--- config.mk ---
export PLATFORM = sky130hd
export DESIGN_NAME = decode_buffer_flat
export DESIGN_NICKNAME = d
export VERILOG_FILES = /design/src/rtl/decode_pkg.sv /design/src/rtl/decode_buffer_if.sv /design/src/rtl/decode_fifo.sv /design/src/rtl/decode_buffer.sv /design/src/flat_wrapper.sv
export SDC_FILE = /design/constraint.sdc
export NUM_CORES = 1
export LEC_CHECK = 0
export ABC_AREA = 0
export CORE_MARGIN = 2
export CORE_UTILIZATION = 50
export CTS_BUF_LIST = sky130_fd_sc_hd__clkbuf_4 sky130_fd_sc_hd__clkbuf_8 sky130_fd_sc_hd__clkbuf_16
export DETAILED_ROUTE_END_ITERATION = 12
export PLACE_DENSITY = 0.84
export SLEW_MARGIN = 10
export SYNTH_ARGS = -nofsm -noshare
export SYNTH_HDL_FRONTEND = slang
export SYNTH_SLANG_ARGS = --single-unit
--- constraint.sdc ---
create_clock -name clk -period 8.7 [get_ports clk]
set_clock_uncertainty 0.15 [all_clocks]
set_input_delay 0.87 -clock clk [delete_from_list [all_inputs] [get_ports clk]]
set_output_delay 0.87 -clock clk [all_outputs]
set_load 0.03 [all_outputs]
--- src/rtl/decode_pkg.sv ---
// Shared encodings for the decode_buffer stage: RV opcodes, format classes and
// shift-immediate funct7 patterns, plus the shift-encoding legality helper.
package decode_pkg;

    localparam logic [6:0] OP_LUI    = 7'b0110111;
    localparam logic [6:0] OP_AUIPC  = 7'b0010111;
    localparam logic [6:0] OP_JAL    = 7'b1101111;
    localparam logic [6:0] OP_JALR   = 7'b1100111;
    localparam logic [6:0] OP_LOAD   = 7'b0000011;
    localparam logic [6:0] OP_IMM    = 7'b0010011;
    localparam logic [6:0] OP_STORE  = 7'b0100011;
    localparam logic [6:0] OP_BRANCH = 7'b1100011;
    localparam logic [6:0] OP_OP     = 7'b0110011;
    localparam logic [6:0] OP_SYSTEM = 7'b1110011;
    localparam logic [6:0] OP_FENCE  = 7'b0001111;

    localparam logic [2:0] F3_SLL = 3'b001;
    localparam logic [2:0] F3_SR  = 3'b101;

    localparam logic [6:0] F7_SHIFT_LOGIC = 7'b0000000;
    localparam logic [6:0] F7_SHIFT_ARITH = 7'b0100000;

    typedef enum logic [2:0] {
        FMT_R   = 3'd0,
        FMT_I   = 3'd1,
        FMT_S   = 3'd2,
        FMT_B   = 3'd3,
        FMT_U   = 3'd4,
        FMT_J   = 3'd5,
        FMT_SYS = 3'd6
    } fmt_e;

    // On RV64 bit 25 belongs to the shamt, so it is masked out of the funct7 check.
    function automatic logic shift_ok(input logic [31:0] instr, input logic rv64);
        logic [6:0] upper;
        upper = instr[31:25];
        if (rv64) begin
            upper[0] = 1'b0;
        end else begin
            upper[0] = instr[25];
        end
        if (upper == F7_SHIFT_LOGIC) begin
            return 1'b1;
        end else if ((instr[14:12] == F3_SR) && (upper == F7_SHIFT_ARITH)) begin
            return 1'b1;
        end else begin
            return 1'b0;
        end
    endfunction

endpackage

--- src/rtl/decode_buffer_if.sv ---
// Fetch-side and execute-side handshake bundle of the decode_buffer stage.
interface decode_buffer_if #(
    parameter int XLEN = 32,
    parameter int PC_W = 32
);
    logic            in_valid;
    logic            in_ready;
    logic [31:0]     in_instr;
    logic [PC_W-1:0] in_pc;
    logic            out_valid;
    logic            out_ready;
    logic [PC_W-1:0] out_pc;
    logic [4:0]      out_rs1;
    logic [4:0]      out_rs2;
    logic [4:0]      out_rd;
    logic [XLEN-1:0] out_imm;
    logic [2:0]      out_fmt;
    logic            out_uses_rs1;
    logic            out_uses_rs2;
    logic            out_writes_rd;
    logic            out_illegal;

    modport master (
        output in_valid, in_instr, in_pc, out_ready,
        input  in_ready, out_valid, out_pc, out_rs1, out_rs2, out_rd, out_imm,
               out_fmt, out_uses_rs1, out_uses_rs2, out_writes_rd, out_illegal
    );

    modport slave (
        input  in_valid, in_instr, in_pc, out_ready,
        output in_ready, out_valid, out_pc, out_rs1, out_rs2, out_rd, out_imm,
               out_fmt, out_uses_rs1, out_uses_rs2, out_writes_rd, out_illegal
    );
endinterface

--- src/rtl/decode_fifo.sv ---
// DEPTH-entry storage of {pc, instr} words with occupancy count; flush empties it.
module decode_fifo #(
    parameter int DEPTH = 4,
    parameter int WIDTH = 64
) (
    input  logic                     clk,
    input  logic                     rst_n,
    input  logic                     flush,
    input  logic                     push,
    input  logic                     pop,
    input  logic [WIDTH-1:0]         wdata,
    output logic [WIDTH-1:0]         rdata,
    output logic [$clog2(DEPTH):0]   count
);
    localparam int AW = $clog2(DEPTH);
    localparam logic [AW:0] FULL_CNT = (AW + 1)'(DEPTH);

    logic [WIDTH-1:0] mem_r [DEPTH];
    logic [AW-1:0]    wr_ptr_r;
    logic [AW-1:0]    rd_ptr_r;
    logic [AW:0]      count_r;
    logic             do_push_s;
    logic             do_pop_s;

    assign do_push_s = push && (count_r < FULL_CNT);
    assign do_pop_s  = pop && (count_r != {(AW + 1){1'b0}});
    assign rdata     = mem_r[rd_ptr_r];
    assign count     = count_r;

    // Pointer and occupancy bookkeeping; pointers wrap naturally at DEPTH.
    always_ff @(posedge clk or negedge rst_n) begin
        if (!rst_n) begin
            wr_ptr_r <= {AW{1'b0}};
            rd_ptr_r <= {AW{1'b0}};
            count_r  <= {(AW + 1){1'b0}};
        end else if (flush) begin
            wr_ptr_r <= {AW{1'b0}};
            rd_ptr_r <= {AW{1'b0}};
            count_r  <= {(AW + 1){1'b0}};
        end else begin
            if (do_push_s) begin
                wr_ptr_r <= wr_ptr_r + {{(AW - 1){1'b0}}, 1'b1};
            end
            if (do_pop_s) begin
                rd_ptr_r <= rd_ptr_r + {{(AW - 1){1'b0}}, 1'b1};
            end
            count_r <= count_r + (AW + 1)'(do_push_s) - (AW + 1)'(do_pop_s);
        end
    end

    // Entry storage; contents are only meaningful below count so it needs no reset.
    always_ff @(posedge clk) begin
        if (do_push_s && !flush) begin
            mem_r[wr_ptr_r] <= wdata;
        end
    end

endmodule

--- src/rtl/decode_buffer.sv ---
// Buffered decode stage: FIFO of fetched {pc, instr}, combinational RV decode of
// the head, and a registered output stage toward execute.
module decode_buffer
    import decode_pkg::*;
#(
    parameter int XLEN  = 32,
    parameter int DEPTH = 4,
    parameter int PC_W  = 32
) (
    input  logic           clk,
    input  logic           rst_n,
    input  logic           flush,
    decode_buffer_if.slave bus
);
    localparam int CW = $clog2(DEPTH) + 1;
    localparam logic [CW-1:0] FULL_CNT = CW'(DEPTH);

    logic [CW-1:0]      count_s;
    logic [PC_W+31:0]   head_s;
    logic [PC_W-1:0]    head_pc_s;
    logic [31:0]        head_instr_s;
    logic               push_s;
    logic               pop_s;
    logic               in_ready_s;

    fmt_e               fmt_s;
    logic [31:0]        imm32_s;
    logic               is_shamt_s;
    logic               illegal_s;
    logic               uses_rs1_s;
    logic               uses_rs2_s;
    logic               has_rd_s;
    logic [XLEN-1:0]    imm_s;
    logic [2:0]         fmt_out_s;
    logic               uses_rs1_out_s;
    logic               uses_rs2_out_s;
    logic               writes_rd_out_s;

    logic               out_valid_r;
    logic [PC_W-1:0]    out_pc_r;
    logic [4:0]         out_rs1_r;
    logic [4:0]         out_rs2_r;
    logic [4:0]         out_rd_r;
    logic [XLEN-1:0]    out_imm_r;
    logic [2:0]         out_fmt_r;
    logic               out_uses_rs1_r;
    logic               out_uses_rs2_r;
    logic               out_writes_rd_r;
    logic               out_illegal_r;

    // in_ready deliberately ignores out_ready: a full FIFO refuses even while popping.
    assign in_ready_s   = (count_s < FULL_CNT);
    assign push_s       = bus.in_valid && in_ready_s;
    assign pop_s        = (count_s != {CW{1'b0}}) && (!out_valid_r || bus.out_ready);
    assign head_pc_s    = head_s[PC_W+31:32];
    assign head_instr_s = head_s[31:0];

    decode_fifo #(
        .DEPTH (DEPTH),
        .WIDTH (PC_W + 32)
    ) u_fifo (
        .clk   (clk),
        .rst_n (rst_n),
        .flush (flush),
        .push  (push_s),
        .pop   (pop_s),
        .wdata ({bus.in_pc, bus.in_instr}),
        .rdata (head_s),
        .count (count_s)
    );

    // Opcode classification and raw 32-bit immediate of the FIFO head.
    always_comb begin
        fmt_s      = FMT_R;
        imm32_s    = 32'd0;
        is_shamt_s = 1'b0;
        illegal_s  = 1'b0;
        uses_rs1_s = 1'b0;
        uses_rs2_s = 1'b0;
        has_rd_s   = 1'b0;
        if (head_instr_s[1:0] != 2'b11) begin
            illegal_s = 1'b1;
        end else begin
            case (head_instr_s[6:0])
                OP_LUI, OP_AUIPC: begin
                    fmt_s    = FMT_U;
                    imm32_s  = {head_instr_s[31:12], 12'h000};
                    has_rd_s = 1'b1;
                end
                OP_JAL: begin
                    fmt_s    = FMT_J;
                    imm32_s  = {{12{head_instr_s[31]}}, head_instr_s[19:12], head_instr_s[20],
                                head_instr_s[30:21], 1'b0};
                    has_rd_s = 1'b1;
                end
                OP_JALR, OP_LOAD: begin
                    fmt_s      = FMT_I;
                    imm32_s    = {{20{head_instr_s[31]}}, head_instr_s[31:20]};
                    uses_rs1_s = 1'b1;
                    has_rd_s   = 1'b1;
                end
                OP_IMM: begin
                    fmt_s      = FMT_I;
                    uses_rs1_s = 1'b1;
                    has_rd_s   = 1'b1;
                    if ((head_instr_s[14:12] == F3_SLL) || (head_instr_s[14:12] == F3_SR)) begin
                        is_shamt_s = 1'b1;
                        illegal_s  = !shift_ok(head_instr_s, (XLEN == 64));
                    end else begin
                        imm32_s = {{20{head_instr_s[31]}}, head_instr_s[31:20]};
                    end
                end
                OP_STORE: begin
                    fmt_s      = FMT_S;
                    imm32_s    = {{20{head_instr_s[31]}}, head_instr_s[31:25], head_instr_s[11:7]};
                    uses_rs1_s = 1'b1;
                    uses_rs2_s = 1'b1;
                end
                OP_BRANCH: begin
                    fmt_s      = FMT_B;
                    imm32_s    = {{20{head_instr_s[31]}}, head_instr_s[7], head_instr_s[30:25],
                                  head_instr_s[11:8], 1'b0};
                    uses_rs1_s = 1'b1;
                    uses_rs2_s = 1'b1;
                end
                OP_OP: begin
                    fmt_s      = FMT_R;
                    uses_rs1_s = 1'b1;
                    uses_rs2_s = 1'b1;
                    has_rd_s   = 1'b1;
                end
                OP_SYSTEM, OP_FENCE: begin
                    fmt_s = FMT_SYS;
                end
                default: begin
                    illegal_s = 1'b1;
                end
            endcase
        end
    end

    // Final XLEN immediate and flags; an illegal instruction carries no decode info.
    always_comb begin
        imm_s           = {XLEN{1'b0}};
        fmt_out_s       = 3'd0;
        uses_rs1_out_s  = 1'b0;
        uses_rs2_out_s  = 1'b0;
        writes_rd_out_s = 1'b0;
        if (illegal_s) begin
            imm_s = {XLEN{1'b0}};
        end else begin
            fmt_out_s       = fmt_s;
            uses_rs1_out_s  = uses_rs1_s;
            uses_rs2_out_s  = uses_rs2_s;
            writes_rd_out_s = has_rd_s && (head_instr_s[11:7] != 5'd0);
            if (is_shamt_s) begin
                imm_s = (XLEN == 64) ? XLEN'(head_instr_s[25:20]) : XLEN'(head_instr_s[24:20]);
            end else begin
                imm_s = XLEN'($signed(imm32_s));
            end
        end
    end

    // Output stage: loads on pop, holds under backpressure, cleared by flush.
    always_ff @(posedge clk or negedge rst_n) begin
        if (!rst_n) begin
            out_valid_r     <= 1'b0;
            out_pc_r        <= {PC_W{1'b0}};
            out_rs1_r       <= 5'd0;
            out_rs2_r       <= 5'd0;
            out_rd_r        <= 5'd0;
            out_imm_r       <= {XLEN{1'b0}};
            out_fmt_r       <= 3'd0;
            out_uses_rs1_r  <= 1'b0;
            out_uses_rs2_r  <= 1'b0;
            out_writes_rd_r <= 1'b0;
            out_illegal_r   <= 1'b0;
        end else if (flush) begin
            out_valid_r     <= 1'b0;
            out_pc_r        <= {PC_W{1'b0}};
            out_rs1_r       <= 5'd0;
            out_rs2_r       <= 5'd0;
            out_rd_r        <= 5'd0;
            out_imm_r       <= {XLEN{1'b0}};
            out_fmt_r       <= 3'd0;
            out_uses_rs1_r  <= 1'b0;
            out_uses_rs2_r  <= 1'b0;
            out_writes_rd_r <= 1'b0;
            out_illegal_r   <= 1'b0;
        end else if (pop_s) begin
            out_valid_r     <= 1'b1;
            out_pc_r        <= head_pc_s;
            out_rs1_r       <= head_instr_s[19:15];
            out_rs2_r       <= head_instr_s[24:20];
            out_rd_r        <= head_instr_s[11:7];
            out_imm_r       <= imm_s;
            out_fmt_r       <= fmt_out_s;
            out_uses_rs1_r  <= uses_rs1_out_s;
            out_uses_rs2_r  <= uses_rs2_out_s;
            out_writes_rd_r <= writes_rd_out_s;
            out_illegal_r   <= illegal_s;
        end else if (bus.out_ready) begin
            out_valid_r <= 1'b0;
        end
    end

    assign bus.in_ready      = in_ready_s;
    assign bus.out_valid     = out_valid_r;
    assign bus.out_pc        = out_pc_r;
    assign bus.out_rs1       = out_rs1_r;
    assign bus.out_rs2       = out_rs2_r;
    assign bus.out_rd        = out_rd_r;
    assign bus.out_imm       = out_imm_r;
    assign bus.out_fmt       = out_fmt_r;
    assign bus.out_uses_rs1  = out_uses_rs1_r;
    assign bus.out_uses_rs2  = out_uses_rs2_r;
    assign bus.out_writes_rd = out_writes_rd_r;
    assign bus.out_illegal   = out_illegal_r;

endmodule

--- src/flat_wrapper.sv ---
// flat-port wrapper written by rule: the top's interface ports become plain ports
module decode_buffer_flat import decode_pkg::*;
#(
    parameter int XLEN  = 32,
    parameter int DEPTH = 4,
    parameter int PC_W  = 32
)
  (clk, rst_n, flush, bus_in_valid, bus_in_instr, bus_in_pc, bus_out_ready, bus_in_ready, bus_out_valid, bus_out_pc, bus_out_rs1, bus_out_rs2, bus_out_rd, bus_out_imm, bus_out_fmt, bus_out_uses_rs1, bus_out_uses_rs2, bus_out_writes_rd, bus_out_illegal);
  decode_buffer_if #(.XLEN(XLEN), .PC_W(PC_W)) bus_i ();
  input  logic clk;
  input  logic rst_n;
  input  logic flush;
  input wire logic [$bits(bus_i.in_valid)-1:0] bus_in_valid;
  input wire logic [$bits(bus_i.in_instr)-1:0] bus_in_instr;
  input wire logic [$bits(bus_i.in_pc)-1:0] bus_in_pc;
  input wire logic [$bits(bus_i.out_ready)-1:0] bus_out_ready;
  output wire logic [$bits(bus_i.in_ready)-1:0] bus_in_ready;
  output wire logic [$bits(bus_i.out_valid)-1:0] bus_out_valid;
  output wire logic [$bits(bus_i.out_pc)-1:0] bus_out_pc;
  output wire logic [$bits(bus_i.out_rs1)-1:0] bus_out_rs1;
  output wire logic [$bits(bus_i.out_rs2)-1:0] bus_out_rs2;
  output wire logic [$bits(bus_i.out_rd)-1:0] bus_out_rd;
  output wire logic [$bits(bus_i.out_imm)-1:0] bus_out_imm;
  output wire logic [$bits(bus_i.out_fmt)-1:0] bus_out_fmt;
  output wire logic [$bits(bus_i.out_uses_rs1)-1:0] bus_out_uses_rs1;
  output wire logic [$bits(bus_i.out_uses_rs2)-1:0] bus_out_uses_rs2;
  output wire logic [$bits(bus_i.out_writes_rd)-1:0] bus_out_writes_rd;
  output wire logic [$bits(bus_i.out_illegal)-1:0] bus_out_illegal;
  assign bus_i.in_valid = bus_in_valid;
  assign bus_i.in_instr = bus_in_instr;
  assign bus_i.in_pc = bus_in_pc;
  assign bus_i.out_ready = bus_out_ready;
  assign bus_in_ready = bus_i.in_ready;
  assign bus_out_valid = bus_i.out_valid;
  assign bus_out_pc = bus_i.out_pc;
  assign bus_out_rs1 = bus_i.out_rs1;
  assign bus_out_rs2 = bus_i.out_rs2;
  assign bus_out_rd = bus_i.out_rd;
  assign bus_out_imm = bus_i.out_imm;
  assign bus_out_fmt = bus_i.out_fmt;
  assign bus_out_uses_rs1 = bus_i.out_uses_rs1;
  assign bus_out_uses_rs2 = bus_i.out_uses_rs2;
  assign bus_out_writes_rd = bus_i.out_writes_rd;
  assign bus_out_illegal = bus_i.out_illegal;
  decode_buffer #(.XLEN(XLEN), .DEPTH(DEPTH), .PC_W(PC_W)) u_core (.clk(clk), .rst_n(rst_n), .flush(flush), .bus(bus_i));
endmodule
## Word level (Yosys, flattened, before mapping)

Memory sizes are Yosys's and may differ from the RTL's.
Cells that the tools add are included.

| operators by class | value |
|---|---|
| $add $sub $neg | 4 |
| $lt $le $gt $ge | 1 |
| equal/unequal tests | 15 |
| multiplexer cells | 61 |
| reductions and logical operators | 27 |

Operators with widths:

| cell | number |
|---|---|
| $mux 32 | 8 |
| $pmux 32 s6 | 1 |
| $mux 1 | 35 |
| $mux 5 | 6 |
| $eq 7x6->1 const B | 4 |
| $eq 7x7->1 const B | 4 |
| $pmux 3 s6 | 1 |
| $mux 3 | 5 |
| $eq 7x5->1 const B | 2 |
| $reduce_or 10->1 | 1 |
| $mux 2 | 4 |
| $eq 7x2->1 const B | 1 |
| $eq 7x4->1 const B | 1 |
| $logic_and 1x1->1 | 7 |
| $logic_not 7->1 | 1 |
| $reduce_or 7->1 | 1 |
| $reduce_bool 2->1 | 3 |
| $reduce_bool 3->1 | 2 |
| $reduce_or 2->1 | 3 |
| $reduce_or 3->1 | 2 |
| $reduce_or 6->1 | 1 |
| $reduce_bool 5->1 | 1 |
| $add 2x1->2 const B | 2 |
| $add 3x1->3 | 1 |
| other kinds (8) | 11 |

| word-level totals | value |
|---|---|
| bits in registers | 94 |
| bits in writable memories | 256 |
| input bits | 69 |
| word-level logic and storage cells | 123 |
| memories | 1 |

Memories:

| memory | words | width | read ports | clocked after Yosys merged registers in | write ports | line | source |
|---|---|---|---|---|---|---|---|
| u_core.u_fifo.mem_r | 4 | 64 | 1 | 0 | 1 | decode_fifo.sv:18 | `logic [WIDTH-1:0] mem_r [DEPTH];` |

## Longest topological paths before layout

Gate-level depths: netlist of the first run.
An unclocked memory read counts as a cell.

| logic depth | value |
|---|---|
| word-level depth | 20 |
| depth in mapped cells | 10 |
| depth with buffers taken out | 9 |

## Cells and area by module

A second synthesis of the first run with hierarchy kept.

| second synthesis, totals | value |
|---|---|
| cells, all modules | 823 |
| area total of the unflattened synthesis | 13670.6 µm² |

Modules (own cells, without submodules):

| module | instances | cells an instance | area an instance (µm²) | seq. area each (µm²) |
|---|---|---|---|---|
| decode_fifo | 1 | 376 | 9660.5 | 7862.5 |
| decode_buffer | 1 | 447 | 4010.1 | 2177.1 |

## Least setup slack after synthesis of the first run

OpenSTA, ideal clock, no wires.

| path | value |
|---|---|
| path kind | input to register |
| from | input port bus_in_valid |
| to | memory u_core.u_fifo.mem_r[0][0], enable pin |
| arrival | 2874 ps |
| required time | 8121 ps |
| setup slack | 5247 ps |
| cell stages on the path | 4 |
| buffers on the path | 0 |
| cells stage by stage | nor2b_1 inv_1 nor2_1 and2_1 |

| between the ends | value |
|---|---|
| cells in the longest elaborated chain, start to end | 5 |

Ends and longest elaborated chain:

| item | line | source |
|---|---|---|
| from (decl) | flat_wrapper.sv:13 | `input wire logic [$bits(bus_i.in_valid)-1:0] bus_in_valid;` |
| $logic_and 1x1->1 | decode_buffer.sv:53 | `assign push_s = bus.in_valid && in_ready_s;` |
| $logic_and 1x1->1 | decode_fifo.sv:25 | `assign do_push_s = push && (count_r < FULL_CNT);` |
| $logic_and 1x1->1 | decode_fifo.sv:53 | `if (do_push_s && !flush) begin` |
| $mux 1 | decode_fifo.sv:53 |  |
| $mux 1 (not written as such) | decode_fifo.sv:54 | `mem_r[wr_ptr_r] <= wdata;` |
| to (decl) | decode_fifo.sv:18 |  |

No other way between the ends.

## Worst setup path in the final report of the first run

| path | value |
|---|---|
| from | register u_core.u_fifo.rd_ptr_r[1] |
| to | register u_core.out_uses_rs1_r, in the netlist u_core.bus.out_uses_rs1 |

| between the ends | value |
|---|---|
| cells in the longest elaborated chain, start to end | 18 |
| elaborated cells between the ends (all ways) | 38 |
| classes of those cells | eq/ne: 15; mux: 16; reduce/logical: 6; memory: 1 |

Ends and longest elaborated chain:

| item | line | source |
|---|---|---|
| from (decl) | decode_fifo.sv:20 | `logic [AW-1:0] rd_ptr_r;` |
| from (signal assigned) | decode_fifo.sv:34 | `rd_ptr_r <= {AW{1'b0}};` |
| from (signal assigned) | decode_fifo.sv:38 | `rd_ptr_r <= {AW{1'b0}};` |
| from (signal assigned) | decode_fifo.sv:45 | `rd_ptr_r <= rd_ptr_r + {{(AW - 1){1'b0}}, 1'b1};` |
| $mem_v2 4x64 (*) | - |  |
| $mux 1 | decode_buffer.sv:106 | `if ((head_instr_s[14:12] == F3_SLL) \|\| (head_instr_s[14:12] == F3_SR)) begin` |
| $mux 1 | decode_buffer.sv:84 | `case (head_instr_s[6:0])` |
| $mux 1 | decode_buffer.sv:81 | `if (head_instr_s[1:0] != 2'b11) begin` |
| $eq 7x6->1 | decode_pkg.sv:44 | `end else if ((instr[14:12] == F3_SR) && (upper == F7_SHIFT_ARITH)) begin` |
| $logic_and 1x1->1 | decode_pkg.sv:44 |  |
| $mux 1 | decode_pkg.sv:44 |  |
| $mux 1 | decode_pkg.sv:42 | `if (upper == F7_SHIFT_LOGIC) begin` |
| [2 not listed] | - |  |
| $mux 1 | decode_buffer.sv:81 |  |
| $logic_not 1->1 | decode_buffer.sv:108 | `illegal_s = !shift_ok(head_instr_s, (XLEN == 64));` |
| $mux 1 | decode_buffer.sv:106 |  |
| $pmux 1 s2 | decode_buffer.sv:84 |  |
| $mux 1 | decode_buffer.sv:81 |  |
| $mux 1 (*) | decode_buffer.sv:149 | `if (illegal_s) begin` |
| $mux 1 (*) | decode_buffer.sv:190 | `end else if (pop_s) begin` |
| $mux 1 (*) | decode_buffer.sv:178 | `end else if (flush) begin` |
| to (signal assigned) | decode_buffer.sv:198 | `out_uses_rs1_r <= uses_rs1_out_s;` |
| to (decl) | decode_buffer.sv:46 | `logic out_uses_rs1_r;` |

Mark *: on every way between the ends. The rest lies on a longest branch, timed or not. The select of a mux whose other input is x is not followed.
A chain may end at the register's enable or synchronous reset.

==> metrics.md, run 1 <==
| Metric | Value |
|---|---|
| Outcome | finished, final reports clean |
| CTS tree | yes |
| Endpoints failing setup | 0 |
| Min Tclk post-route | 3.75 ns |
| Distinct cells, synth | 45 |
| Largest family of logic cells by synthesized area | multiplexers |
| Post-synthesis instance total | 803 |
| Syn_nets | 879 |
| Placer Congestion | 0.881 |
| Crit path capture type | flip-flop |
| Largest net degree at the start of global routing | 70 |
| Worst hold-check path type | input pin to async pin |
| CP Data Arrival Time | 4.04 ns |
| Predominant post-synthesis flop cell | edfxtp_1 |
| Synth Area in Compound Gates | 6.30% |
| Die height | 169 µm |
| Reg2reg start | u_core.u_fifo.rd_ptr_r[1]$_DFFE_PN0P_ |
| WL final | 29400 µm |
| Drt initial violations | 784 |
| R2R cell count | 6 |
| Critical Path Source | u_core.u_fifo.rd_ptr_r[1]$_DFFE_PN0P_ |
| Total gr overflow | 0 |
| Max_slew headroom | 16.3% |
| Syn_area_per_cell | 16.9 µm² |
| Vias in the first global route | 7961 |
| Via density | 5.76 |
| H-tree depth | 2 |
| Post-route setup slack | 4.95 ns |
| Clk sinks | 350 |
| Pwr dens | 297 nW/µm² |
| Root Driver | clkbuf_16 |
| Layout cells sized above 1 | 14.8% |
| CP Class | flip-flop to flip-flop |
| GR Util All Layers | 21.0% |
| Nets | 1036 |
| Sequential fraction of the synthesis area | 74.0% |
| Area delta synth->final | 22.4% |
| Post-CTS Resized | 0 |
| Final worst-path cycle share | 43.2% |
| Asr flop ratio synth | 26.9% |
| Row count | 60 |
| First-pass GRT wire length | 45400 µm |
| Crit path max fanout | 32 |
| Clock latency at the later pin of the worst-skew pair | 0.51 ns |
| Initial Utilization | 50.6% |
| Die ar. | 28400 µm² |
| Num CTS Buffers | 35 |
| Synth Area in Simple Gates | 5.98% |
| Post-CTS Setup Inserts | 0 |
| Achievable clock frequency | 266 MHz |
| Io pins | 157 |
| CP Launch Type | flip-flop |
| Number of synthesis warnings | 0 |
| Routed len/inst | 22.2 µm |
| Die Wd | 169 µm |
| RSZ-0062 raised after global routing | false |
| Max-Cap Viols | 0 |
| DR pass1 iterations | 5 |
| Clock-pin slew on the worst setup and hold paths | 0.06 ns |
| Number of synthesized flops with an enable pin | 256 |
| HPWL Detailed | 18000 µm |
| Setup TNS | 0 ns |
| Hold Buf Count CTS | 0 |
| Final Max Slew Viols | 0 |
| Final Hold Viols | 0 |
| CTS Buffer Depth | 3 |
| Synthesized area | 13600 µm² |
| Peak VDD IR | 153 µV |
| XOR/XNOR share of the synthesized area | 0.323% |
| Core ar. | 26800 µm² |
| Worst-margin pin slew | 1.24 ns |
| Adder-cell share of the synthesized area | 0.701% |
| DP Worst Slack | 4.53 ns |
| Leak | 5.87 nW |
| PortBufs | 156 |
| Critical Path RT | 8.99 ns |
| Residual DRC count | 0 |
| Yosys reg bits | 350 |
| Vias | 7652 |
| Initial antenna violation count | 2 |
| Mux contribution to synthesized area | 10.9% |
| Post-DRT Antenna Nets | 0 |
[where the power goes]
group / switching [W] / internal (W) / total [W]
Clock: 0.000595 / 0.000916 / 0.00151
Sequential: 0.000131 / 0.00196 / 0.00209
Combinational: 0.000792 / 0.000540 / 0.00133
Total: 0.00152 / 0.00342 / 0.00494
[worst max-delay path, stage by stage (launching register included)]
cell	delay, ns
dfrtp_2	0.94
mux4_2	0.50
or4_1	0.57
a2111oi_2	0.45
o311ai_2	0.20
nor3_4	0.59
a32o_1	0.29
[metal layers]
layer,global-route usage [%],routed length (µm),share of wire [%],vias up
met2,34.8,14600,50,336
met1,28.0,11700,40,3852
met4,8.47,1030,3.5,0
li1,-,-,-,3397
met5,0,0,0,-
met3,3.88,2160,7.3,67
[layout by cell type, fill, tap and decap left out, types with 3 or more instances in the layout]
master           netlist  routed
a21o_1                 9       8
a21oi_1               69      69
a22o_1                20      20
a2bb2oi_1              3       3
a32o_1                 6       6
and2_0                 4       4
and2_4                 0       4
buf_4                  1       8
clkbuf_16              0      37
clkbuf_4               0      11
clkbuf_8               0       5
clkdlybuf4s50_1        0     154
clkinv_2               0       5
dfrtp_1               94      92
edfxtp_1             256     256
ha_1                   6       6
inv_1                 11      11
mux4_1                 5       5
mux4_2                58      58
nand2_1              121     121
nand2b_1               4       4
nand3_1                6       6
nand3b_1               4       4
nor2_1                21      20
nor2b_1                5       5
nor3_1                 5       5
o21ai_0               20      20
or4_1                  3       3
xnor2_1                5       5
[cells in the mapped netlist (all sizes together), types with 3 or more instances]
library cell	count	share of area [%]
edfxtp	256	57
nor2b	5	0.23
buf	23	0.84
a22o	20	1.3
a21o	9	0.50
nand3	6	0.22
and2	8	0.37
o21ai	20	0.74
xnor2	5	0.32
inv	12	0.33
nand3b	4	0.22
clkbuf	20	0.55
nand2b	4	0.18
a21oi	69	2.5
a32o	7	0.53
ha	6	0.55
nor3	6	0.30
or4	4	0.25
nand2	121	3.3
a2bb2oi	3	0.19
mux4	63	11
dfrtp	94	17
nor2	21	0.58
[cell families after synthesis]
family          Yosys count
fa+ha+maj                 7
xor+xnor                  5
flops                   350
mux                      67
simple gates            184
buf+inv                  55
compound gates          135
[per-stage QoR]
| step | util, % | total power [W] | hold WS [ns] | instance area, µm² | instances |
|---|---|---|---|---|---|
| 6_report | 61.9 | 0.00494 | 0.147 | 16600 | 1328 |
| 5_1_grt | 61.9 | 0.00514 | 0.155 | 16600 | 1327 |
| 4_1_cts | 61.9 | 0.00497 | 0.146 | 16600 | 1326 |
| 3_5_place_dp | 57.5 | 0.00346 | 0.332 | 15400 | 1264 |
| 3_3_place_gp | 57.5 | 0.00342 | 0.312 | 15400 | 1264 |
| 2_1_floorplan | - | 0.00298 | 0.393 | 13600 | 803 |
[final timing paths]
path,slack (ns),endpoint
worst max-delay path,4.95,u_core.bus.out_uses_rs1$_DFFE_PN0P_
worst min-delay path,0.15,u_core.bus.out_imm[5]$_DFFE_PN0P_
worst max register to register,4.95,u_core.bus.out_uses_rs1$_DFFE_PN0P_
worst min register to register,0.33,u_core.bus.out_imm[19]$_DFFE_PN0P_
max in group asynchronous,6.89,u_core.u_fifo.rd_ptr_r[0]$_DFFE_PN0P_
min in group clk,0.33,u_core.bus.out_imm[19]$_DFFE_PN0P_
[sequential cells by signal (all words and copies together), names as in the netlist]
name and cells:
u_core.bus.out_imm 32, u_core.bus.out_uses_rs2 1, u_core.bus.out_rd 5, u_core.bus.out_pc 32, u_core.bus.out_valid 1, u_core.bus.out_rs1 5, u_core.bus.out_rs2 5, u_core.u_fifo.count 3
u_core.bus.out_writes_rd 1, u_core.bus.out_uses_rs1 1, u_core.u_fifo.wr_ptr_r 2, u_core.bus.out_fmt 3, u_core.u_fifo.rd_ptr_r 2, u_core.bus.out_illegal 1, u_core.u_fifo.mem_r 256
[area by class of cell]
type | instances | area (µm²)
tap | 341 | 427
multi-input combinational | 398 | 3300
clock inverter | 9 | 96.3
clock buffer | 53 | 1080
fill | 1862 | 10200
antenna | 2 | 5.00
sequential | 350 | 10000
inverter | 12 | 45.0
timing repair buffer | 163 | 1610
Power figures use the tool's default switching activity.
==> inputs of run 2 (changes only) <==
- clock period: 8.7 -> 3.9 ns (I/O delays scaled with it)
==> run 2 against run 1 <==
Sequential share of layout area is 0.56 points lower. Largest cell class unchanged. Clock-buffer cell count is 9 lower. Maximum frequency is 4.8% higher. Sequential power is 120% higher. Die area stayed put. Setup slack worse by 4.6 ns. Final area is 0.93% higher. Sequential cell count stayed put. Combinational power is 130% higher. Cell count is 0.98% higher. Routed wire length is 1.4% higher. Non-clock buffer count is 14 higher.
==> metrics.md, run 2 (synthesis results as in run 1) <==
| Metric | Value |
|---|---|
| Crit path max fanout | 22 (-31%) |
| Core ar. | 26800 µm² (unchanged) |
| Critical Path RT | 4.19 ns (-4.80 ns) |
| Max FFs per register | 256 (unchanged) |
| CP Data Arrival Time | 3.88 ns (-0.16 ns) |
| Nets | 1050 (+1.4%) |
| Achievable clock frequency | 279 MHz (+4.8%) |
| Most common cell after layout, fill and taps aside | edfxtp_1 |
| Worst path max stage delay | 0.70 ns (-0.24 ns) |
| Crit path capture type | flip-flop |
| Final Hold Viols | 0 (unchanged) |
| RSZ-0062 raised after global routing | false |
| Design Area, Final | 16800 µm² (+0.93%) |
| GR Util All Layers | 21.3% (+0.30 points) |
| HPWL Detailed | 18700 µm (+3.9%) |
| Total gr overflow | 0 (unchanged) |
| Max_slew headroom | 39.4% (+23 points) |
| Area delta synth->final | 23.6% |
| FF+latch area | 10000 µm² (unchanged) |
| Routed len/inst | 22.2 µm (+0.42%) |
| Clock latency at the later pin of the worst-skew pair | 0.51 ns (about the same) |
| Final worst-path cycle share | 91.8% (+49 points) |
| Max-Cap Viols | 0 (unchanged) |
| Worst-margin pin slew | 0.909 ns (-0.333 ns) |
| Top reg by flops | u_core.u_fifo.mem_r |
| Hold WS | 0.328 ns (+0.181 ns) |
| Worst hold-check path type | flip-flop to flip-flop |
| Clk sinks | 350 (unchanged) |
| CTS tree | yes |
| Filler cells | 1768 (-5.0%) |
| Root Driver | clkbuf_16 |
| Final Max Slew Viols | 0 (unchanged) |
| CP Launch Type | flip-flop |
| Most frequent cells in the layout | edfxtp_1, clkdlybuf4s50_1, nand2_1 |
| Area occupied by multi-input gates | 3300 µm² (unchanged) |
| CTS Buffer Depth | 3 (unchanged) |
| Initial Utilization | 50.6% (unchanged) |
| Crit-path slowest cell | dfrtp_4 |
| H-tree depth | 2 (unchanged) |
| Row count | 60 (unchanged) |
| Num CTS Buffers | 35 (unchanged) |
| Initial antenna violation count | 2 (unchanged) |
| CP Class | flip-flop to flip-flop |
| Residual DRC count | 0 (unchanged) |
| Clock-pin slew on the worst setup and hold paths | 0.06 ns (about the same) |
| Largest net degree at the start of global routing | 62 (-11%) |
| CP Cell Sequence | mux4_2 -> or4_1 -> a2111oi_2 -> o311ai_2 -> nor3_4 -> a32o_1 |
| WL final | 29800 µm (+1.4%) |
| Setup TNS | 0 ns (unchanged) |
| Worst path bufs/invs | 0 (unchanged) |
| Die Wd | 169 µm (unchanged) |
| Via density | 5.79 (+0.57%) |
| Min Tclk post-route | 3.58 ns (-0.173 ns) |
| Placer Congestion | 0.859 (-2.5%) |
| Pwr dens | 663 nW/µm² (+120%) |
| Outcome | finished, final reports clean |
| Leak | 5.95 nW (+1.3%) |
| Layout cells sized above 1 | 15.4% (+0.59 points) |
| Dpl cells | 1277 (+1.0%) |
| Post-CTS Resized | 0 (unchanged) |
| Placed inst area | 15600 µm² (+0.88%) |
| Top delay family on crit path | simple AND/OR/NAND/NOR gates |
| Vias in the first global route | 7920 (-0.52%) |
| Final instance count without filler cells | 1341 (+0.98%) |
| Die height | 169 µm (unchanged) |
| Post-DRT Antenna Nets | 0 (unchanged) |
| Endpoints failing setup | 0 (unchanged) |
| PortBufs | 156 (unchanged) |
| DR pass1 iterations | 5 (unchanged) |
| Die ar. | 28400 µm² (unchanged) |
| Drt initial violations | 867 (+11%) |
| Io pins | 157 (unchanged) |
| First-pass GRT wire length | 46000 µm (+1.2%) |
| Vias | 7771 (+1.6%) |
| Post-CTS Setup Inserts | 0 (unchanged) |
| Peak VDD IR | 353 µV (+130%) |
## run 2: cell types whose count changed in the layout (fill, tap and decap cells not counted)
| cell | change |
|---|---|
| inv_6 | +1 |
| clkinv_1 | +5 |
| clkinv_2 | -1 |
| clkbuf_4 | -6 |
| bufinv_16 | +3 |
| diode_2 | -1 |
| buf_4 | +10 |
| dlygate4sd3_1 | +1 |
| clkinv_4 | +1 |
| clkbuf_16 | -2 |
| buf_12 | +3 |
| clkbuf_8 | -1 |
## run 2: what timing repair did
action	CTS	global route
endpoints found under the setup margin	0	0
hold buffers	1	0
endpoints found under the hold margin	57	0
## run 2: area by class of cell
type                       count  share of cell area (%)
sequential                   350                    60.0
multi-input combinational    398                    19.7
timing repair buffer         177                    10.5
clock buffer                  44                    5.78
tap                          341                    2.55
clock inverter                18                    1.30
inverter                      12                   0.269
antenna                        1                  0.0149
## run 2: report_power, final
part	internal [W]	switching, W	total [W]
Sequential	0.00437	0.000251	0.00462
Clock	0.00209	0.00133	0.00342
Combinational	0.00123	0.00184	0.00306
## run 2: worst min-delay path, stage by stage, from the launching register on
cell and delay [ns]:
dfrtp_1 0.34, nand2_1 0.05, o21ai_0 0.06
## run 2: metrics by stage
stage	total power (W)	utilization (%)	setup slack, ns
after floorplan	0.00665	-	0.927
after global placement	0.00768	58.0	0.484
after detailed placement	0.00774	58.0	0.399
after CTS	0.0112	62.5	0.356
after global routing	0.0116	62.5	0.149
final	0.0111	62.5	0.319
## run 2: per-layer routing
metal	part of all wire, %	up-vias	global-route usage [%]
met1	40	3973	28.7
met3	7.0	52	4.77
li1	-	3416	-
met5	0.044	-	0
met4	2.7	2	7.16
met2	50	328	35.1
## run 2: path summary, 6_finish.rpt
kind	startpoint	to	slack [ns]	cells past startpoint
min in group asynchronous	rst_n	u_core.bus.out_pc[16]$_DFFE_PN0P_	0.40	2
hold reg to reg	u_core.bus.out_imm[15]$_DFFE_PN0P_	u_core.bus.out_imm[15]$_DFFE_PN0P_	0.33	2
max in group asynchronous	rst_n	u_core.bus.out_rs2[0]$_DFFE_PN0P_	2.49	3
hold / removal	u_core.bus.out_imm[15]$_DFFE_PN0P_	u_core.bus.out_imm[15]$_DFFE_PN0P_	0.33	2
setup / recovery	u_core.u_fifo.rd_ptr_r[0]$_DFFE_PN0P_	u_core.bus.out_uses_rs1$_DFFE_PN0P_	0.32	6
setup reg to reg	u_core.u_fifo.rd_ptr_r[0]$_DFFE_PN0P_	u_core.bus.out_uses_rs1$_DFFE_PN0P_	0.32	6
==> inputs of run 3 (changes only) <==
- CELL_PAD_IN_SITES_DETAIL_PLACEMENT: default -> 1
- CELL_PAD_IN_SITES_GLOBAL_PLACEMENT: default -> 1
- CORE_UTILIZATION: 50 -> 47
- PLACE_DENSITY: 0.84 -> 0.91
==> run 3 against run 2 <==
Power grew 2.8%. Worst hold slack lost 0.066 ns. Global-route usage rose by 4.5 points. Combinational power grew 9.2%. Die area is 6.2% higher. Register-to-register slack better by 0.05 ns. Clock power increased by 1%. Clock-buffer cell count is 5 higher. Sequential cell count unchanged. Sequential share of layout area decreased by 0.21 points. Maximum frequency grew 1.5%. Utilization decreased by 3.6 points. Critical path type unchanged. Largest power group unchanged.
==> metrics.md, run 3 (synthesis results as in run 1) <==
| Metric | Value |
|---|---|
| Achievable clock frequency | 283 MHz (+1.5%) |
| Placer Congestion | 0.821 (-4.4%) |
| Hold Buf Count CTS | 1 (unchanged) |
| Total gr overflow | 0 (unchanged) |
| Worst hold-check path type | input pin to flip-flop |
| Num CTS Buffers | 35 (unchanged) |
| Cells on Worst Hold Path | 2 (unchanged) |
| Nets | 1048 (-0.19%) |
| HPWL Detailed | 23700 µm (+27%) |
| Post-CTS Resized | 0 (unchanged) |
| Area delta synth->final | 24.0% |
| Most common cell after layout, fill and taps aside | edfxtp_1 |
| Crit-path slowest cell | nor3_4 |
| Initial antenna violation count | 2 (unchanged) |
| Top reg by flops | u_core.u_fifo.mem_r |
| Clock latency at the later pin of the worst-skew pair | 0.52 ns (about the same) |
| Vias | 8248 (+6.1%) |
| Combinational Power Share | 29.3% (+1.7 points) |
| Placed inst area | 15600 µm² (+0.41%) |
| First-pass GRT wire length | 58300 µm (+27%) |
| Final Hold Viols | 0 (unchanged) |
| Switch share | 32.5% (+1.8 points) |
| CP Data Arrival Time | 3.83 ns (-0.05 ns) |
| Die Wd | 174 µm (+3.1%) |
| Core ar. | 28500 µm² (+6.5%) |
| Die height | 174 µm (+3.1%) |
| Clock Power Share | 30.3% (-0.5 points) |
| Design Area, Final | 16800 µm² (+0.36%) |
| Row count | 62 (+3.3%) |
| Die ar. | 30200 µm² (+6.2%) |
| Flop2flop setup slack | 0.37 ns (+0.05 ns) |
| Clock-pin slew on the worst setup and hold paths | 0.06 ns (about the same) |
| Setup TNS | 0 ns (unchanged) |
| Min Tclk post-route | 3.53 ns (-0.0519 ns) |
| Post-DRT Antenna Nets | 0 (unchanged) |
| Reg-to-Reg End | u_core.bus.out_uses_rs1$_DFFE_PN0P_ |
| Vias in the first global route | 9117 (+15%) |
| Layout cells sized above 1 | 15.5% (+0.13 points) |
| CTS tree | yes |
| Reg2reg start | u_core.u_fifo.rd_ptr_r[0]$_DFFE_PN0P_ |
| Worst-margin pin slew | 0.892 ns (-0.0166 ns) |
| Final worst-path cycle share | 90.5% (-1.3 points) |
| Drt initial violations | 769 (-11%) |
| Post-CTS Setup Inserts | 0 (unchanged) |
| Pwr dens | 679 nW/µm² (+2.5%) |
| Hold path endpoint | u_core.bus.out_pc[17]$_DFFE_PN0P_ |
| Final Max Slew Viols | 0 (unchanged) |
| PortBufs | 156 (unchanged) |
| Switching power | 0.00371 W (+8.7%) |
| DR pass1 iterations | 5 (unchanged) |
| Io pins | 157 (unchanged) |
| Root Driver | clkbuf_16 |
| Seq pwr share | 40.4% (-1.2 points) |
| Residual DRC count | 0 (unchanged) |
| Routed len/inst | 27.5 µm (+24%) |
| GR Util All Layers | 25.8% (+4.5 points) |
| Max FFs per register | 256 (unchanged) |
| Critical Path RT | 4.20 ns (about the same) |
| CP Class | flip-flop to flip-flop |
| Initial Utilization | 47.5% (-3.1 points) |
| CP Launch Type | flip-flop |
| Max_slew headroom | 40.3% (+0.89 points) |
| CP Cell Sequence | buf_4 -> mux4_1 -> nand3b_1 -> a2111oi_2 -> o311ai_2 -> nor3_4 -> a32o_1 |
| H-tree depth | 2 (unchanged) |
| Largest net degree at the start of global routing | 58 (-6.5%) |
| Worst path max stage delay | 0.67 ns (-0.03 ns) |
| Via density | 5.96 (+2.9%) |
| WL final | 38100 µm (+28%) |
| Leak | 5.95 nW (about the same) |
| Internal power | 0.00771 W (+0.21%) |
| Peak VDD IR | 414 µV (+17%) |
| Hold Startpoint | flush |
| CTS Buffer Depth | 3 (unchanged) |
| Endpoints failing setup | 0 (unchanged) |
| Crit path capture type | flip-flop |
| Outcome | finished, final reports clean |
| Tot Pwr | 0.0114 W (+2.8%) |
| Max-Cap Viols | 0 (unchanged) |
| R2R cell count | 7 (+1) |
| Crit path max fanout | 21 (-4.5%) |
| Most frequent cells in the layout | edfxtp_1, clkdlybuf4s50_1, nand2_1 |
| RSZ-0062 raised after global routing | false |
| Clk sinks | 350 (unchanged) |
-- run 3: cell count changes in the layout (fill, tap and decap cells not counted) --
cell / before / now
buf_12: 3 / 5
clkbuf_4: 5 / 12
bufinv_16: 5 / 4
clkbuf_8: 4 / 0
diode_2: 1 / 2
clkinv_4: 1 / 0
clkinv_2: 4 / 5
buf_4: 18 / 14
clkinv_1: 6 / 3
clkbuf_16: 35 / 37
inv_6: 1 / 0
-- run 3: power by group through the flow --
| stage | logic (W) | clock network [W] | registers [W] |
|---|---|---|---|
| floorplan | 0.00169 | 0 | 0.00497 |
| global placement | 0.00310 | 0 | 0.00464 |
| detailed placement | 0.00325 | 0 | 0.00467 |
| CTS | 0.00336 | 0.00351 | 0.00461 |
| global route | 0.00356 | 0.00363 | 0.00464 |
| finish | 0.00334 | 0.00346 | 0.00461 |
-- run 3: worst max-delay path by stage --
stage	cells after the start	startpoint	to	slack (ns)
detailed placement	6	u_core.u_fifo.rd_ptr_r[0]$_DFFE_PN0P_	u_core.bus.out_imm[7]$_DFFE_PN0P_	0.39
global route	7	u_core.u_fifo.rd_ptr_r[0]$_DFFE_PN0P_	u_core.bus.out_imm[10]$_DFFE_PN0P_	0.17
global placement	6	u_core.u_fifo.rd_ptr_r[0]$_DFFE_PN0P_	u_core.bus.out_imm[10]$_DFFE_PN0P_	0.54
finish	7	u_core.u_fifo.rd_ptr_r[0]$_DFFE_PN0P_	u_core.bus.out_uses_rs1$_DFFE_PN0P_	0.37
floorplan	4	u_core.u_fifo.count[2]$_DFF_PN0_	u_core.u_fifo.mem_r[0][0]$_DFFE_PP_	0.93
CTS	7	u_core.u_fifo.rd_ptr_r[0]$_DFFE_PN0P_	u_core.bus.out_imm[7]$_DFFE_PN0P_	0.34
-- run 3: metrics by stage --
step                worst slack (ns)  utilization (%)  hold WS [ns]  instances
floorplan                      0.927                -       -0.0556        803
global placement               0.537             54.7         0.271       1318
detailed placement             0.393             54.7         0.285       1318
CTS                            0.344             58.9         0.265       1381
global route                   0.166             58.9         0.308       1383
finish                         0.371             58.9         0.262       1383
-- run 3: cell type report --
type	count	area (µm²)
flip-flops and latches	350	10000
fillers	2653	11700
well taps	384	480
repair buffers	175	1760
clock buffers	49	1020
clock inverters	13	164
multi-input cells	398	3300
inverters	12	45.0
diodes	2	5.00
-- run 3: worst max-delay path: cells and delay by family (launching register included) --
family	cells	cell delay, ns
compound gates	3	0.98
simple gates	2	0.85
flops	1	0.59
buf+inv	1	0.45
mux	1	0.42
-- run 3: metal layers --
layer | global-route usage, % | vias to the layer above | part of all wire, %
li1 | - | 3409 | -
met1 | 32.6 | 4339 | 37
met2 | 44.3 | 408 | 52
met3 | 4.52 | 92 | 6.4
met4 | 11.0 | 0 | 3.8
met5 | 0 | - | 0
